$ cat src/rtl/bcd_angle_entry_if.sv
// bcd_angle_entry_if
//   Bundles the keypad strobes and the entry/commit outputs of the BCD
//   angle entry block.
//   master : keypad/controller side (drives strobes, observes results)
//   slave  : bcd_angle_entry side
//   Signals:
//     digit_in   [3:0]        keypad digit code, qualified by digit_stb
//     digit_stb               append digit_in as new least-significant digit
//     bksp                    delete least-significant entered digit
//     enter                   validate and commit the entry
//     clr                     discard entry and any error
//     entry_val  [4*NDIG-1:0] in-progress value, right-aligned, zero-filled
//     digit_cnt  [1:0]        digits currently entered
//     bcd_out    [4*NDIG-1:0] last committed value
//     bcd_valid               one-cycle pulse when bcd_out updates
//     err                     high while in the error state
//     err_code   [1:0]        00 none, 01 non-decimal digit, 10 out of range
interface bcd_angle_entry_if #(
  parameter int NDIG = 3
);
  logic [3:0]        digit_in;
  logic              digit_stb;
  logic              bksp;
  logic              enter;
  logic              clr;
  logic [4*NDIG-1:0] entry_val;
  logic [1:0]        digit_cnt;
  logic [4*NDIG-1:0] bcd_out;
  logic              bcd_valid;
  logic              err;
  logic [1:0]        err_code;

  modport master (
    output digit_in, digit_stb, bksp, enter, clr,
    input  entry_val, digit_cnt, bcd_out, bcd_valid, err, err_code
  );

  modport slave (
    input  digit_in, digit_stb, bksp, enter, clr,
    output entry_val, digit_cnt, bcd_out, bcd_valid, err, err_code
  );
endinterface

$ cat src/rtl/bcd_angle_entry.sv
// bcd_angle_entry
//   Builds a packed NDIG-digit BCD angle from keypad strobes, one digit at a
//   time, validates each digit, range-checks the finished value against
//   MAX_BCD and commits it with a one-cycle bcd_valid pulse.
//   Ports:
//     clk    system clock, all state on the rising edge
//     reset  asynchronous active-high reset
//     bus    bcd_angle_entry_if.slave (strobes in, entry/commit/error out)
//   Strobe priority: clr > enter > bksp > digit_stb; only the winner acts.
module bcd_angle_entry #(
  parameter int                NDIG    = 3,
  parameter logic [4*NDIG-1:0] MAX_BCD = 'h360
) (
  input  logic                    clk,
  input  logic                    reset,
  bcd_angle_entry_if.slave        bus
);

  localparam int         W        = 4 * NDIG;
  localparam logic [1:0] NDIG_CNT = 2'(NDIG);

  typedef enum logic [1:0] {
    S_EMPTY = 2'd0,
    S_ENTRY = 2'd1,
    S_HOLD  = 2'd2,
    S_ERR   = 2'd3
  } state_t;

  state_t         state_q;
  logic [W-1:0]   entry_q;
  logic [1:0]     cnt_q;
  logic [W-1:0]   bcd_out_q;
  logic           valid_q;
  logic           err_q;
  logic [1:0]     err_code_q;

  logic           digit_ok;
  assign digit_ok = (bus.digit_in <= 4'd9);

  always_ff @(posedge clk or posedge reset) begin
    if (reset) begin
      state_q    <= S_EMPTY;
      entry_q    <= '0;
      cnt_q      <= 2'd0;
      bcd_out_q  <= '0;
      valid_q    <= 1'b0;
      err_q      <= 1'b0;
      err_code_q <= 2'b00;
    end else begin
      // Commit pulse lasts exactly one cycle; after a commit the state is
      // HOLD, where enter is ignored, so two back-to-back pulses cannot occur.
      valid_q <= 1'b0;

      if (bus.clr) begin
        state_q    <= S_EMPTY;
        entry_q    <= '0;
        cnt_q      <= 2'd0;
        err_q      <= 1'b0;
        err_code_q <= 2'b00;
      end else if (state_q != S_ERR) begin
        if (bus.enter) begin
          if (state_q == S_ENTRY) begin
            // Packed BCD orders the same as unsigned binary, so a plain
            // compare is the range check.
            if (entry_q <= MAX_BCD) begin
              bcd_out_q <= entry_q;
              valid_q   <= 1'b1;
              state_q   <= S_HOLD;
            end else begin
              state_q    <= S_ERR;
              err_q      <= 1'b1;
              err_code_q <= 2'b10;
            end
          end
        end else if (bus.bksp) begin
          if (state_q == S_ENTRY) begin
            entry_q <= entry_q >> 4;
            cnt_q   <= cnt_q - 2'd1;
            if (cnt_q == 2'd1) begin
              state_q <= S_EMPTY;
            end
          end
        end else if (bus.digit_stb) begin
          // The non-decimal check wins even when the entry is already full.
          if (!digit_ok) begin
            state_q    <= S_ERR;
            err_q      <= 1'b1;
            err_code_q <= 2'b01;
          end else if (state_q == S_HOLD) begin
            // First digit after a commit starts a fresh entry.
            entry_q <= {{(W-4){1'b0}}, bus.digit_in};
            cnt_q   <= 2'd1;
            state_q <= S_ENTRY;
          end else if (cnt_q < NDIG_CNT) begin
            entry_q <= {entry_q[W-5:0], bus.digit_in};
            cnt_q   <= cnt_q + 2'd1;
            state_q <= S_ENTRY;
          end
        end
      end
    end
  end

  assign bus.entry_val = entry_q;
  assign bus.digit_cnt = cnt_q;
  assign bus.bcd_out   = bcd_out_q;
  assign bus.bcd_valid = valid_q;
  assign bus.err       = err_q;
  assign bus.err_code  = err_code_q;

endmodule

$ cat src/flat_wrapper.sv
// flat-port wrapper written by rule: the top's interface ports become plain ports
module bcd_angle_entry_flat 
#(
  parameter int                NDIG    = 3,
  parameter logic [4*NDIG-1:0] MAX_BCD = 'h360
)
  (clk, reset, bus_digit_in, bus_digit_stb, bus_bksp, bus_enter, bus_clr, bus_entry_val, bus_digit_cnt, bus_bcd_out, bus_bcd_valid, bus_err, bus_err_code);
  bcd_angle_entry_if #(.NDIG(NDIG)) bus_i ();
  input  logic clk;
  input  logic reset;
  input wire logic [$bits(bus_i.digit_in)-1:0] bus_digit_in;
  input wire logic [$bits(bus_i.digit_stb)-1:0] bus_digit_stb;
  input wire logic [$bits(bus_i.bksp)-1:0] bus_bksp;
  input wire logic [$bits(bus_i.enter)-1:0] bus_enter;
  input wire logic [$bits(bus_i.clr)-1:0] bus_clr;
  output wire logic [$bits(bus_i.entry_val)-1:0] bus_entry_val;
  output wire logic [$bits(bus_i.digit_cnt)-1:0] bus_digit_cnt;
  output wire logic [$bits(bus_i.bcd_out)-1:0] bus_bcd_out;
  output wire logic [$bits(bus_i.bcd_valid)-1:0] bus_bcd_valid;
  output wire logic [$bits(bus_i.err)-1:0] bus_err;
  output wire logic [$bits(bus_i.err_code)-1:0] bus_err_code;
  assign bus_i.digit_in = bus_digit_in;
  assign bus_i.digit_stb = bus_digit_stb;
  assign bus_i.bksp = bus_bksp;
  assign bus_i.enter = bus_enter;
  assign bus_i.clr = bus_clr;
  assign bus_entry_val = bus_i.entry_val;
  assign bus_digit_cnt = bus_i.digit_cnt;
  assign bus_bcd_out = bus_i.bcd_out;
  assign bus_bcd_valid = bus_i.bcd_valid;
  assign bus_err = bus_i.err;
  assign bus_err_code = bus_i.err_code;
  bcd_angle_entry #(.NDIG(NDIG), .MAX_BCD(MAX_BCD)) u_core (.clk(clk), .reset(reset), .bus(bus_i));
endmodule
$ cat config.mk
export PLATFORM = sky130hd
export DESIGN_NAME = bcd_angle_entry_flat
export DESIGN_NICKNAME = d
export VERILOG_FILES = /design/src/rtl/bcd_angle_entry_if.sv /design/src/rtl/bcd_angle_entry.sv /design/src/flat_wrapper.sv
export SDC_FILE = /design/constraint.sdc
export NUM_CORES = 1
export LEC_CHECK = 0
export CORE_UTILIZATION = 44
export CTS_CLUSTER_SIZE = 30
export DETAILED_ROUTE_END_ITERATION = 10
export PLACE_DENSITY = 0.81
export SETUP_SLACK_MARGIN = 0.1
export SLEW_MARGIN = 20
export SYNTH_ARGS = -nofsm -noshare
export SYNTH_HDL_FRONTEND = slang
export SYNTH_SLANG_ARGS = --single-unit
$ cat constraint.sdc
create_clock -name clk -period 2.1 [get_ports clk]
set_clock_uncertainty 0.2 [all_clocks]
set_input_delay 0.42 -clock clk [delete_from_list [all_inputs] [get_ports clk]]
set_output_delay 0.42 -clock clk [all_outputs]
set_load 0.02 [all_outputs]
==> results of run 1 <==
-- cells by family after synthesis --
logic type                 synth area share [%]
AOI/OAI and AO/OA                         12.63
adders and majority gates                 1.568
buffers and inverters                     4.784
DFF                                       50.20
muxes                                     20.39
and+or+nand+nor                           10.43
-- layout by cell type, fill, tap and decap left out, drive strengths merged, types with 2 or more instances in the layout --
| cell type | Yosys | layout |
|---|---|---|
| a21oi | 2 | 2 |
| a22o | 4 | 4 |
| a31oi | 3 | 3 |
| and2b | 2 | 2 |
| buf | 3 | 43 |
| clkbuf | 2 | 10 |
| clkdlybuf4s50 | 0 | 19 |
| dfrtp | 32 | 32 |
| dlygate4sd2 | 0 | 14 |
| dlymetal6s2s | 0 | 4 |
| ha | 2 | 2 |
| inv | 11 | 11 |
| mux2 | 20 | 20 |
| mux2i | 10 | 10 |
| nand2 | 8 | 8 |
| nand4 | 3 | 3 |
| nor2 | 8 | 8 |
| nor2b | 2 | 2 |
| nor4 | 2 | 2 |
| o211a | 2 | 2 |
| o22ai | 2 | 2 |
| or2 | 2 | 2 |
-- path summary, 6_finish.rpt --
check	endpoint	start	slack (ps)	depth (start not counted)
min	u_core.bus.bcd_out[4]$_DFFE_PP0P_	reset	250	3
max in group asynchronous	u_core.bus.entry_val[2]$_DFFE_PP0P_	reset	1130	3
max	u_core.bus.bcd_out[3]$_DFFE_PP0P_	u_core.bus.entry_val[0]$_DFFE_PP0P_	-140	6
max reg2reg	u_core.bus.bcd_out[3]$_DFFE_PP0P_	u_core.bus.entry_val[0]$_DFFE_PP0P_	-140	6
min in group clk	u_core.bus.bcd_out[10]$_DFFE_PP0P_	u_core.bus.bcd_out[10]$_DFFE_PP0P_	310	1
min reg2reg	u_core.bus.bcd_out[10]$_DFFE_PP0P_	u_core.bus.bcd_out[10]$_DFFE_PP0P_	310	1
-- worst register-to-register path, cell delays in order, from the launching register on --
cell and delay (ps):
dfrtp_1 430, nor4_4 290, nand3b_1 200, a2111oi_4 370, buf_4 200, clkbuf_16 150
mux2_4 300
-- sequential cells by signal (all words and copies together) (netlist names) --
signal	count
u_core.bus.bcd_out	12
u_core.bus.entry_val	12
u_core.bus.bcd_valid	1
u_core.bus.err_code	2
u_core.bus.err	1
u_core.state_q	2
u_core.bus.digit_cnt	2
-- power by group --
part | internal (mW) | leakage [nW] | total, mW | switching [mW]
registers | 0.665 | 0.431 | 0.709 | 0.0437
logic | 0.280 | 0.878 | 0.518 | 0.238
clock network | 0.165 | 0.0326 | 0.384 | 0.219
total | 1.11 | 1.34 | 1.61 | 0.501
-- final cells by class --
cell class | count | area [µm²]
flip-flops and latches | 32 | 807.0
inverters | 11 | 41.29
multi-input cells | 86 | 850.8
well taps | 46 | 57.56
repair buffers | 83 | 784.5
fillers | 227 | 815.8
clock buffers | 8 | 58.81
-- per-layer routing --
layer / global-route usage, % / vias up
li1: - / 658
met1: 28.78 / 711
met2: 40.93 / 61
met3: 7.721 / 19
met4: 11.63 / 0
met5: 0 / -
-- per-stage QoR --
| step | setup slack [ps] | power, mW | hold WS, ps | instance area (µm²) |
|---|---|---|---|---|
| floorplan | -81.56 | 0.9338 | 335.9 | 1600 |
| global placement | -257.9 | 1.133 | 284.3 | 2293 |
| detailed placement | -299.5 | 1.156 | 290.5 | 2293 |
| CTS | -108.2 | 1.556 | 260.1 | 2411 |
| global route | -219.0 | 1.675 | 298.1 | 2600 |
| finish | -141.8 | 1.611 | 246.2 | 2600 |
-- repair_timing --
item,in CTS,in global routing
setup endpoints to repair,32,25
resized for setup,33,31
setup buffers,2,7
pin swaps,4,5
gates cloned,0,1
==> impl_metrics.env, run 1 <==
export IMPL_status="finished, violations left"
export IMPL_failed_checks="setup timing"
export IMPL_die_area_mm2=0.003871
export IMPL_met2_length_mm=2.427
export IMPL_die_y_um=62.22
export IMPL_grt_pass1_vias=1538
export IMPL_grtUsageTotal_pct=24.59
export IMPL_fin_nets=231
export IMPL_synth_area_leaders="dfrtp_1 (50%), mux2_2 (14%), mux2i_1 (6.3%)"
export IMPL_fmax_ghz=0.4461
export IMPL_maxCapViolCount=0
export IMPL_syn_nets=146
export IMPL_final_cells=266
export IMPL_finalSetupViolations=12
export IMPL_critPathTopFamily="simple AND/OR/NAND/NOR gates"
export IMPL_ys_warn_count=0
export IMPL_drive_above_1_share_pct=40.00
export IMPL_cts_buffers=5
export IMPL_worstMarginPinSlew_ps=405.1
export IMPL_critPathKind="reg -> reg"
export IMPL_power_density_mw_per_mm2=619.5
export IMPL_drt_iter0_drc=49
export IMPL_cts_hold_buf=0
export IMPL_ys_types=34
export IMPL_cp_arrival_ps=2280
export IMPL_antenna_found_initial=0
export IMPL_cts_root_buf="clkbuf_4"
export IMPL_drt_met1_wl_mm=1.976
export IMPL_numClockSinks=32
export IMPL_clk_insertion_delay_late_ps=340
export IMPL_wl_per_cell_um=18.21
export IMPL_grt_ovfl_total=0
export IMPL_ir_drop_v=0.0005355
export IMPL_cp_num_buf_inv=2
export IMPL_synth_most_common_cell="dfrtp_1"
export IMPL_clockBufferDepth=2
export IMPL_area_delta_synth_final_pct=62.98
export IMPL_antenna_cells=0
export IMPL_synth_edf_count=0
export IMPL_dpl_cell_count=248
export IMPL_crit_slowest_cell="dfrtp_1"
export IMPL_top_layer="met4"
export IMPL_initial_core_util_pct=46.70
export IMPL_htreeDepth=2
export IMPL_core_mm2=0.003416
export IMPL_rsz0062_at_grt="true"
export IMPL_final_hold_violation_count=0
export IMPL_synth_area_per_cell_um2=11.91
export IMPL_worstPathMaxFanout=6
export IMPL_leakage_nw=1.342
export IMPL_min_period_ps=2242
export IMPL_synthTopCellsByCount="dfrtp_1 (32), mux2_2 (20), inv_1 (11), mux2i_1 (10)"
export IMPL_vias=1449
export IMPL_dr_wl_met3_um=283
export IMPL_path_cells="nor4_4 -> nand3b_1 -> a2111oi_4 -> buf_4 -> clkbuf_16 -> mux2_4"
export IMPL_first_pass_iters=4
export IMPL_synth_top_cell_area_share_pct=50.20
export IMPL_grt_max_degree=33
export IMPL_synthArstFlopShare_pct=100.0
export IMPL_ios=40
export IMPL_critPathMaxStageDelay_ps=430
export IMPL_end_kind="register"
export IMPL_cts_tree="done"
export IMPL_startpoint_type="register"
export IMPL_final_util_pct=76.12
export IMPL_required_ps=2140
export IMPL_synth_seq_cells=32
export IMPL_numPortBuffers=39
export IMPL_post_route_drc_count=0
export IMPL_synthFlopType="dfrtp_1"
export IMPL_ant_nets=0
export IMPL_fin_tns_setup_ps=-1377
export IMPL_finalWeightedCongestion=0.7811
export IMPL_slew_headroom_pct=72.65
export IMPL_synth_area_leader_cell="dfrtp_1"
export IMPL_finalWirelength_mm=4.844
export IMPL_setup_slack_ps=-141.8
export IMPL_synth_yosys_seq_area_share_pct=50.20
export IMPL_slew_viol_final=0
export IMPL_row_count=21
export IMPL_route_detailed_vias_per_inst=5.447
export IMPL_cts_clk_slew_worst_paths_ps=100
export IMPL_netlist_area_mm2=0.001595
export IMPL_die_w_um=62.22
export IMPL_finalCritPeriodShare_pct=106.8
export IMPL_holdCritPathClass="in -> async"
export IMPL_dp_hpwl_mm=3.067
export IMPL_grt_pass1_wl_mm=7.334
export IMPL_postSynthCellCount=134
Note: power is estimated with default switching activity, not from simulation.
==> inputs of run 2 (changes only) <==
Settings changed: CORE_MARGIN set to 2.
==> impl_metrics.env, run 2 (synthesized netlist as in run 1, its figures left out) <==
export IMPL_antenna_found_initial=0
export IMPL_worstMarginPinSlew_ps=412.4
export IMPL_holdCritPathClass="in -> async"
export IMPL_leakage_nw=1.336
export IMPL_numClockSinks=32
export IMPL_ant_nets=0
export IMPL_final_area_mm2=0.002560
export IMPL_grt_pass1_wl_mm=7.527
export IMPL_die_area_mm2=0.004124
export IMPL_cts_tree="done"
export IMPL_regArea_um2=805.8
export IMPL_antenna_cells=0
export IMPL_cp_arrival_ps=2210
export IMPL_cts_buffers=5
export IMPL_setup_slack_ps=-100.1
export IMPL_row_count=21
export IMPL_htreeDepth=2
export IMPL_cts_clk_slew_worst_paths_ps=110
export IMPL_rsz0062_at_grt="true"
export IMPL_finalWirelength_mm=4.593
export IMPL_dp_hpwl_mm=2.945
export IMPL_finalSetupViolations=10
export IMPL_fillCellCount=234
export IMPL_drt_iter0_drc=66
export IMPL_cts_root_buf="clkbuf_4"
export IMPL_final_common_cell="buf_4"
export IMPL_fmax_ghz=0.4545
export IMPL_failed_checks="setup timing"
export IMPL_ir_drop_v=0.0004695
export IMPL_die_y_um=64.22
export IMPL_initial_core_util_pct=46.70
export IMPL_critPathKind="reg -> reg"
export IMPL_power_density_mw_per_mm2=614.4
export IMPL_finalWeightedCongestion=0.7859
export IMPL_route_detailed_vias_per_inst=5.420
export IMPL_grt_pass1_vias=1541
export IMPL_drive_above_1_share_pct=39.45
export IMPL_clockBufferDepth=2
export IMPL_layout_common_cells="buf_4 (35), dfrtp_1 (28), dlygate4sd2_1 (18)"
export IMPL_core_mm2=0.003416
export IMPL_required_ps=2110
export IMPL_worst_hold_slack_ps=267.7
export IMPL_dpl_cell_count=249
export IMPL_ios=40
export IMPL_vias=1431
export IMPL_post_route_drc_count=0
export IMPL_maxCapViolCount=0
export IMPL_finalCritPeriodShare_pct=104.8
export IMPL_grt_ovfl_total=0
export IMPL_rrSetupSlack_ps=-100
export IMPL_final_cells=264
export IMPL_worstPathMaxFanout=13
export IMPL_place_area_mm2=0.002301
export IMPL_fin_nets=230
export IMPL_wl_per_cell_um=17.40
export IMPL_numPortBuffers=39
export IMPL_clk_insertion_delay_late_ps=340
export IMPL_die_w_um=64.22
export IMPL_area_delta_synth_final_pct=60.47
export IMPL_startpoint_type="register"
export IMPL_slew_viol_final=0
export IMPL_grtUsageTotal_pct=24.11
export IMPL_min_period_ps=2200
export IMPL_slew_headroom_pct=72.51
export IMPL_first_pass_iters=4
export IMPL_status="finished, violations left"
export IMPL_final_hold_violation_count=0
export IMPL_grt_max_degree=33
export IMPL_cts_hold_buf=0
export IMPL_multiInputGateArea_um2=840.8
export IMPL_end_kind="register"
run 2: critical path: stages, from the launching register on:
cell and delay [ps]:
dfrtp_2 450, nor4_4 290, nand3b_1 200, a2111oi_4 410, buf_12 190, mux2_2 330
run 2: per-layer routing:
metal | wire length, µm | track usage, % | vias up
li1 | - | - | 658
met1 | 1917 | 29.05 | 718
met2 | 2390 | 42.58 | 44
met3 | 206 | 5.458 | 11
met4 | 79 | 7.713 | 0
met5 | 0 | 0 | -
run 2: final timing paths:
| path | from | end | cells after the start |
|---|---|---|---|
| max | u_core.bus.entry_val[7]$_DFFE_PP0P_ | u_core.bus.bcd_out[5]$_DFFE_PP0P_ | 5 |
| min | reset | u_core.bus.bcd_out[0]$_DFFE_PP0P_ | 3 |
| max reg2reg | u_core.bus.entry_val[7]$_DFFE_PP0P_ | u_core.bus.bcd_out[5]$_DFFE_PP0P_ | 5 |
| min reg2reg | u_core.bus.bcd_out[11]$_DFFE_PP0P_ | u_core.bus.bcd_out[11]$_DFFE_PP0P_ | 1 |
| max in group asynchronous | reset | u_core.bus.entry_val[2]$_DFFE_PP0P_ | 3 |
| min in group clk | u_core.bus.bcd_out[11]$_DFFE_PP0P_ | u_core.bus.bcd_out[11]$_DFFE_PP0P_ | 1 |
run 2: stage by stage:
step / util, % / setup slack (ps) / setup TNS [ps] / power, mW
global route: 74.95 / -154.1 / -1502 / 1.655
global placement: 67.36 / -255.6 / -5915 / 1.133
finish: 74.95 / -100.1 / -894.0 / 1.573
floorplan: - / -81.56 / -570.9 / 0.9338
CTS: 72.27 / -10.64 / -28.39 / 1.514
detailed placement: 67.36 / -318.2 / -7438 / 1.148
run 2: cell type report:
cell class | count | area share (%)
Timing Repair Buffer | 82 | 30.01
Inverter | 11 | 1.613
Multi-Input combinational cell | 86 | 32.84
Sequential cell | 32 | 31.48
Tap cell | 46 | 2.248
Clock buffer | 6 | 1.613
Clock inverter | 1 | 0.1955
run 2: repair_timing:
item,4_1_cts,5_1_grt
gates cloned,1,0
endpoints found under the setup margin,33,24
resized for setup,36,17
pin swaps,2,4
buffers inserted,5,3
run 2: where the power goes:
part           switching [mW]  internal (mW)
combinational           0.241          0.296
sequential             0.0471          0.665
clock                   0.200          0.123
